==> src/rtl/ooo_pkg.sv <==
// Shared types and widths for the out-of-order core's writeback path.
package ooo_pkg;

  localparam int XLEN       = 32;
  localparam int REG_ADDR_W = 5;

  typedef struct packed {
    logic [REG_ADDR_W-1:0] rd;
    logic [XLEN-1:0]       data;
  } wb_req_t;

endpackage

==> src/rtl/rr_arbiter.sv <==
// Generic round-robin arbiter: the search starts one past the last winner.
// Shared by writeback, issue-port and CDB arbitration.
module rr_arbiter #(
  parameter int N = 3,
  localparam int IDX_W = (N > 1) ? $clog2(N) : 1
) (
  input  logic             clk,
  input  logic             reset_n,
  input  logic [N-1:0]     req,
  input  logic             advance,
  output logic [N-1:0]     grant,
  output logic [IDX_W-1:0] grant_idx
);

  logic [IDX_W-1:0] rr_ptr;

  // Walk from the farthest candidate to the nearest so the nearest hit wins.
  always_comb begin
    grant     = '0;
    grant_idx = '0;
    for (int k = N; k >= 1; k--) begin
      if (req[(int'(rr_ptr) + k) % N]) begin
        grant                              = '0;
        grant[(int'(rr_ptr) + k) % N]      = 1'b1;
        grant_idx                          = IDX_W'((int'(rr_ptr) + k) % N);
      end
    end
  end

  always_ff @(posedge clk) begin
    if (!reset_n) begin
      rr_ptr <= IDX_W'(N - 1);
    end else if (advance) begin
      rr_ptr <= grant_idx;
    end
  end

endmodule

==> src/rtl/regfile_wb_arbiter.sv <==
// Shares the register file write port among writeback sources and forwards
// the in-flight write to two read ports. Writes to x0 are acked for free.
module regfile_wb_arbiter
  import ooo_pkg::REG_ADDR_W;
#(
  parameter int NUM_REQ = 3,
  parameter int XLEN    = ooo_pkg::XLEN
) (
  input  logic                          clk,
  input  logic                          reset_n,
  input  logic [NUM_REQ-1:0]            req_valid,
  input  logic [NUM_REQ*REG_ADDR_W-1:0] req_rd,
  input  logic [NUM_REQ*XLEN-1:0]       req_data,
  output logic [NUM_REQ-1:0]            req_ready,
  output logic                          reg_write,
  output logic [REG_ADDR_W-1:0]         rd,
  output logic [XLEN-1:0]               reg_write_data,
  input  logic [REG_ADDR_W-1:0]         fwd_rs1,
  input  logic [REG_ADDR_W-1:0]         fwd_rs2,
  output logic                          fwd_rs1_hit,
  output logic                          fwd_rs2_hit,
  output logic [XLEN-1:0]               fwd_rs1_data,
  output logic [XLEN-1:0]               fwd_rs2_data
);

  localparam int IDX_W = (NUM_REQ > 1) ? $clog2(NUM_REQ) : 1;

  logic [NUM_REQ-1:0]    live_req;
  logic [NUM_REQ-1:0]    null_req;
  logic [NUM_REQ-1:0]    live_grant;
  logic [IDX_W-1:0]      grant_idx;
  logic                  any_live;
  logic [REG_ADDR_W-1:0] sel_rd;
  logic [XLEN-1:0]       sel_data;

  always_comb begin
    live_req = '0;
    null_req = '0;
    for (int i = 0; i < NUM_REQ; i++) begin
      live_req[i] = req_valid[i] && (req_rd[i*REG_ADDR_W +: REG_ADDR_W] != '0);
      null_req[i] = req_valid[i] && (req_rd[i*REG_ADDR_W +: REG_ADDR_W] == '0);
    end
  end

  assign any_live = |live_req;

  rr_arbiter #(.N(NUM_REQ)) u_rr_arbiter (
    .clk       (clk),
    .reset_n   (reset_n),
    .req       (live_req),
    .advance   (any_live),
    .grant     (live_grant),
    .grant_idx (grant_idx)
  );

  // x0 writes never touch the port, so they are acked alongside the winner.
  assign req_ready = null_req | live_grant;

  always_comb begin
    sel_rd   = '0;
    sel_data = '0;
    for (int i = 0; i < NUM_REQ; i++) begin
      if (grant_idx == IDX_W'(i)) begin
        sel_rd   = req_rd[i*REG_ADDR_W +: REG_ADDR_W];
        sel_data = req_data[i*XLEN +: XLEN];
      end
    end
  end

  always_ff @(posedge clk) begin
    if (!reset_n) begin
      reg_write      <= 1'b0;
      rd             <= '0;
      reg_write_data <= '0;
    end else begin
      reg_write <= any_live;
      if (any_live) begin
        rd             <= sel_rd;
        reg_write_data <= sel_data;
      end
    end
  end

  // Covers the cycle before the register file holds the value.
  assign fwd_rs1_hit  = reg_write && (fwd_rs1 == rd) && (fwd_rs1 != '0);
  assign fwd_rs2_hit  = reg_write && (fwd_rs2 == rd) && (fwd_rs2 != '0);
  assign fwd_rs1_data = reg_write_data;
  assign fwd_rs2_data = reg_write_data;

endmodule

==> config.mk <==
export PLATFORM = sky130hd
export DESIGN_NAME = regfile_wb_arbiter
export DESIGN_NICKNAME = d
export VERILOG_FILES = /design/src/rtl/ooo_pkg.sv /design/src/rtl/rr_arbiter.sv /design/src/rtl/regfile_wb_arbiter.sv
export SDC_FILE = /design/constraint.sdc
export NUM_CORES = 1
export LEC_CHECK = 0
export BUFFER_PORTS_ARGS = -buffer_cell sky130_fd_sc_hd__buf_2
export CAP_MARGIN = 20
export CORE_ASPECT_RATIO = 1.5
export CORE_MARGIN = 5
export CORE_UTILIZATION = 30
export DETAILED_ROUTE_END_ITERATION = 12
export SLEW_MARGIN = 15
export SYNTH_ARGS = -nofsm -noshare
export SYNTH_HDL_FRONTEND = slang
export SYNTH_SLANG_ARGS = --single-unit
export TNS_END_PERCENT = 30
==> constraint.sdc <==
create_clock -name clk -period 3.15 [get_ports clk]
set_clock_uncertainty 0.15 [all_clocks]
set_input_delay 0.63 -clock clk [delete_from_list [all_inputs] [get_ports clk]]
set_output_delay 0.63 -clock clk [all_outputs]
set_load 0.005 [all_outputs]
# After elaboration in Yosys (flattened, before gate mapping)
# Index checks and enable logic that the tools add are counted.
dict set report word_totals {
  in_bits 126
  register_bits 40
  out_inout_bits 107
  word_cells 71
}
dict set report op_classes {
  n_lt_le_gt_ge 6
  n_div 3
  bitwise 1
  n_eq_ne 4
  n_reduce_logical 23
  n_addsub 3
  muxes 27
}
# op count
set ops {}
lappend ops {{>= comparator 32 x 1 -> 1 bit (second input constant)} 3}
lappend ops {{less-than comparator 32 x 4 -> 1 bit (second input constant)} 3}
lappend ops {{remainder unit 32 x 3 -> 32 bit (second input constant)} 3}
lappend ops {{two-way mux 32 bit} 3}
lappend ops {{nonzero test 5 bit} 5}
lappend ops {{zero test 5 bit} 3}
lappend ops {{two-way mux 5 bit} 3}
lappend ops {{logical AND 1 bit} 13}
lappend ops {{equality test 5 bit} 2}
lappend ops {{two-way mux 1 bit} 9}
lappend ops {{two-way mux 3 bit} 3}
lappend ops {{adder 2 x 2 -> 3 bit (second input constant)} 2}
lappend ops {{binary-select mux 1 bit (select 2 bit)} 3}
lappend ops {{demux 1 bit (select 2 bit)} 3}
lappend ops {{two-way mux 2 bit} 3}
lappend ops {{adder 2 x 1 -> 3 bit (second input constant)} 1}
lappend ops {{bitwise OR 3 bit} 1}
lappend ops {{OR reduction 3 bit} 1}
lappend ops {{equality test 2 x 1 -> 1 bit (second input constant)} 1}
lappend ops {{equality test 2 bit (second input constant)} 1}
lappend ops {{zero test 2 bit} 1}

# Longest topological paths before layout
dict set report logic_depth {
  depth_word 12
  depth_mapped 11
  mapped_depth_nobuf 8
}

# Hierarchy
# Synthesis repeated with hierarchy kept, for this count alone.
dict set report hier_totals {
  cells_unflattened 395
  hier_area_um2 3146.8
}
# mod area_per_inst_um2 cells_per_inst seq_area_each_um2 n_inst
set modules_own_cells {}
lappend modules_own_cells {regfile_wb_arbiter 2815.2 353 760.7 1}
lappend modules_own_cells {rr_arbiter 331.6 42 40.0 1}

# Worst setup path before layout
# No wires, ideal clock.
dict set report synth_timing {
  kind {input-to-output}
  startpoint {in req_rd[12]}
  endpoint {out req_ready[0]}
  n_path_buf 0
  arrival_time_ns 2.031
  stages 6
  path_slack_ns 0.339
  required_ns 2.370
  cell_sequence {or3_1 o21ai_1 mux2i_1 o21ai_0 o221ai_1 a22o_1}
}
dict set report synth_between {
  elab_chain_len 9
  elab_cells_between_ends 15
  cone_classes {12 x mux; 1 x bitwise; 2 x reduce/logical}
}
# element line_no
set synth_lines {}
lappend synth_lines {{from (decl)} regfile_wb_arbiter.sv:12} ;# input logic [NUM_REQ*REG_ADDR_W-1:0] req_rd,
lappend synth_lines {{nonzero test 5 bit *} regfile_wb_arbiter.sv:40} ;# live_req[i] = req_valid[i] && (req_rd[i*REG_ADDR_W +: REG_ADDR_W] != '0);
lappend synth_lines {{logical AND 1 bit *} regfile_wb_arbiter.sv:40}
lappend synth_lines {{binary-select mux 1 bit (select 2 bit)} rr_arbiter.sv:22} ;# if (req[(int'(rr_ptr) + k) % N]) begin
lappend synth_lines {{two-way mux 1 bit (not written as such) (2 in series)} rr_arbiter.sv:22}
lappend synth_lines {{two-way mux 3 bit (2 in series)} rr_arbiter.sv:22}
lappend synth_lines {{two-way mux 3 bit *} rr_arbiter.sv:22}
lappend synth_lines {{bitwise OR 3 bit *} regfile_wb_arbiter.sv:57} ;# assign req_ready = null_req | live_grant;
lappend synth_lines {{to (decl)} regfile_wb_arbiter.sv:14} ;# output logic [NUM_REQ-1:0] req_ready,
# Mark *: on every way between the ends. The rest lies on a longest branch, timed or not. The select of a mux whose other input is x is not followed.

# Worst setup path in the final report
dict set report layout_timing {
  startpoint {in req_rd[9]}
  endpoint {out req_ready[0]}
}
# The elaborated chain is that of the path after synthesis.

==> results.md <==
* Synth Flop Type: dfxtp_1
* Pre-antenna DRT Iters at 4
* Crit path max-delay cell type: or3_4
* Max Root-Sink Buffers at 2
* Kind of critical path: in2out
* Crit-path max cell delay at 0.39 ns
* Antenna-violating nets left at 0
* Asr flop ratio synth at 0%
* Area growth syn-to-layout at 31.8%
* Max Fclk at 327 MHz
* Via count at 3275
* Syn nets at 484
* Top delay family on crit path: compound AO/OA/AOI/OAI gates
* Max VDD drop at 0.227 mV
* DR WL met2 at 5.72 mm
* Cell variety after synth at 47
* Cell mode on critical path: buf_2
* Hold WC Path Type: reg2reg
* IO Pins at 233
* CTS tree: built
* M1 wire length at 4.11 mm
* Synth area leader: dfxtp_1
* RSZ-0062 raised after global routing: no
* Comb pwr share at 35.6%
* Pwr dens at 470 mW/mm²
* Setup crit end kind: output port
* DR top layer: met4
* Most frequent cells in the layout: 232 x buf_2, 45 x nand3_1, 40 x dfxtp_1
* Number of global-route vias before repair at 3187
* Final Setup Violations at 0
* Global-route wire length before repair at 16.6 mm
* Max Cap Viol at 0
* Post-Syn Instances at 354
* Initial antenna violation count at 0
* Register area share after synthesis at 26.3%
* YS warnings at 0
* Final Max Tran Viols at 0
* Crit-path max FO at 7
* P_sw at 0.609 mW
* Synth area leaders: dfxtp_1 26%, buf_4 16%, mux2i_1 8.9%
* Root Buffer: clkbuf_16
* Row Count at 45
* Reg power frac at 34.1%
* CP Cell Sequence: buf_2 -> or3_4 -> o31ai_4 -> o22ai_1 -> a32oi_1 -> o221ai_1 -> a22o_1 -> buf_2
* Setup TNS at 0 ns
* Most common cell after layout, fill and taps aside: buf_2
* Outcome: finished clean
* # nets final at 648
* Clock transition at the registers of the reported paths at 0.06 ns
* Critical Path RT at 2.37 ns
* Clock latency on the worst-skew pair at 0.28 ns
* Placer Congestion at 0.886
* WP data arrival at 2.28 ns
* CTS buffer count at 5
* # DRC at 0
* Post-synth EDFFs at 0
* Initial core utilization at 30.4%
* Worst-margin pin slew at 0.665 ns
* Num Clock Sinks at 40
* WL/cell at 16.9 µm
* Crit path buffers/inverters at 2
* Area share of the largest cell type after synthesis at 26.3%
* Int Pwr at 1.28 mW
* Port bufs at 232
* Final Critical Period at 3.06 ns
* Synthesized flop and latch total at 40
* WL met3 at 698 µm
* Synthesized area at 0.00305 mm²
* Total gr overflow at 0
* # hold bufs at CTS at 0
* CTS H-tree depth at 2
* Switching Share at 32.3%
* Die area at 0.0123 mm²
* Final non-filler cell area at 0.00402 mm²
* Die height at 133 µm
* CP startpoint kind: input port
* Detailed placement HPWL at 8.74 mm
* Pleak at 1.98 nW
* Clock share of power at 30.3%
* Worst slew margin at 55.4%
* Layout cell share with drive strength beyond 1 at 53.0%
* Vias/cell at 5.15
* Die X-Extent at 92.3 µm
* 1st-iter DRT viols at 93
* Placed Instance Area at 0.00385 mm²
* Fin crit share at 97.0%
* # diodes at 0
* Hold Violations, Final at 0
* GR Util All Layers at 16.8%
* Core ar. at 0.0100 mm²
* Detailed Route WL at 10.7 mm
* Syn_area_per_cell at 8.61 µm²
* Largest net degree at the start of global routing at 43
cells in the mapped netlist, types with 9 or more instances:
master and number:
a21oi_1 9, mux2i_1 27, o221ai_1 14, o22ai_1 10
dfxtp_1 40, nand2_1 9, o221ai_2 11, o21ai_0 11
clkbuf_1 12, nand3_1 45, buf_4 66, nor3_1 14
through the flow:
step | hold slack (ns) | worst slack (ns) | power, mW | utilization (%) | cells
finish | 0.326 | 0.0941 | 1.89 | 40.1 | 636
CTS | 0.331 | 0.0156 | 1.91 | 40.0 | 636
global route | 0.358 | 0.00689 | 2.00 | 40.1 | 636
detailed placement | 0.322 | 0.0283 | 1.33 | 38.4 | 628
floorplan | 0.319 | 0.339 | 1.13 | - | 354
global placement | 0.315 | 0.0932 | 1.32 | 38.4 | 628
final timing paths:
path,start,depth (start not counted),slack [ns],endpoint
hold reg to reg,fwd_rs1_data[17],2,0.33,fwd_rs1_data[17]
hold / removal,fwd_rs1_data[17],2,0.33,fwd_rs1_data[17]
setup reg to reg,u_rr_arbiter.rr_ptr[0],8,0.53,fwd_rs1_data[24]
setup / recovery,req_rd[9],8,0.09,req_ready[0]
per-layer routing:
metal / track usage [%] / vias up
li1: - / 1582
met1: 19.0 / 1538
met2: 31.2 / 142
met3: 2.82 / 13
met4: 6.20 / 0
met5: 0 / -
cell type report:
class / count / area, µm²
inverters: 7 / 26.3
clock buffers: 6 / 129
multi-input cells: 217 / 1590
well taps: 117 / 146
repair buffers: 247 / 1290
fillers: 1047 / 6010
flip-flops and latches: 40 / 801
clock inverters: 2 / 35.0
power by group through the flow:
stage / sequential (mW) / combinational, mW / clock (mW)
finish: 0.644 / 0.671 / 0.571
global route: 0.657 / 0.736 / 0.609
CTS: 0.645 / 0.680 / 0.588
detailed placement: 0.656 / 0.678 / 0
global placement: 0.651 / 0.672 / 0
floorplan: 0.648 / 0.481 / 0
worst min-delay path: stages, from the launching register on:
cell     delay [ns]
dfxtp_1        0.33
nand2_1        0.06
o21ai_1        0.05
timing repair:
item | in CTS | in global routing
endpoints found under the setup margin | 0 | 3
resized for setup | 0 | 2
buffers inserted | 0 | 0
registers in the layout, indices dropped and copies added (netlist names):
signal,flops
reg_write,1
rd,5
u_rr_arbiter.rr_ptr,2
fwd_rs1_data,32
cells by family after synthesis:
group	share of synthesized area, %
buf+inv	21.8
mux	8.87
simple gates	14.6
compound gates	24.2
flops	26.3
xor+xnor	2.30
fa+ha+maj	1.97
Note: power is estimated with default switching activity, not from simulation.
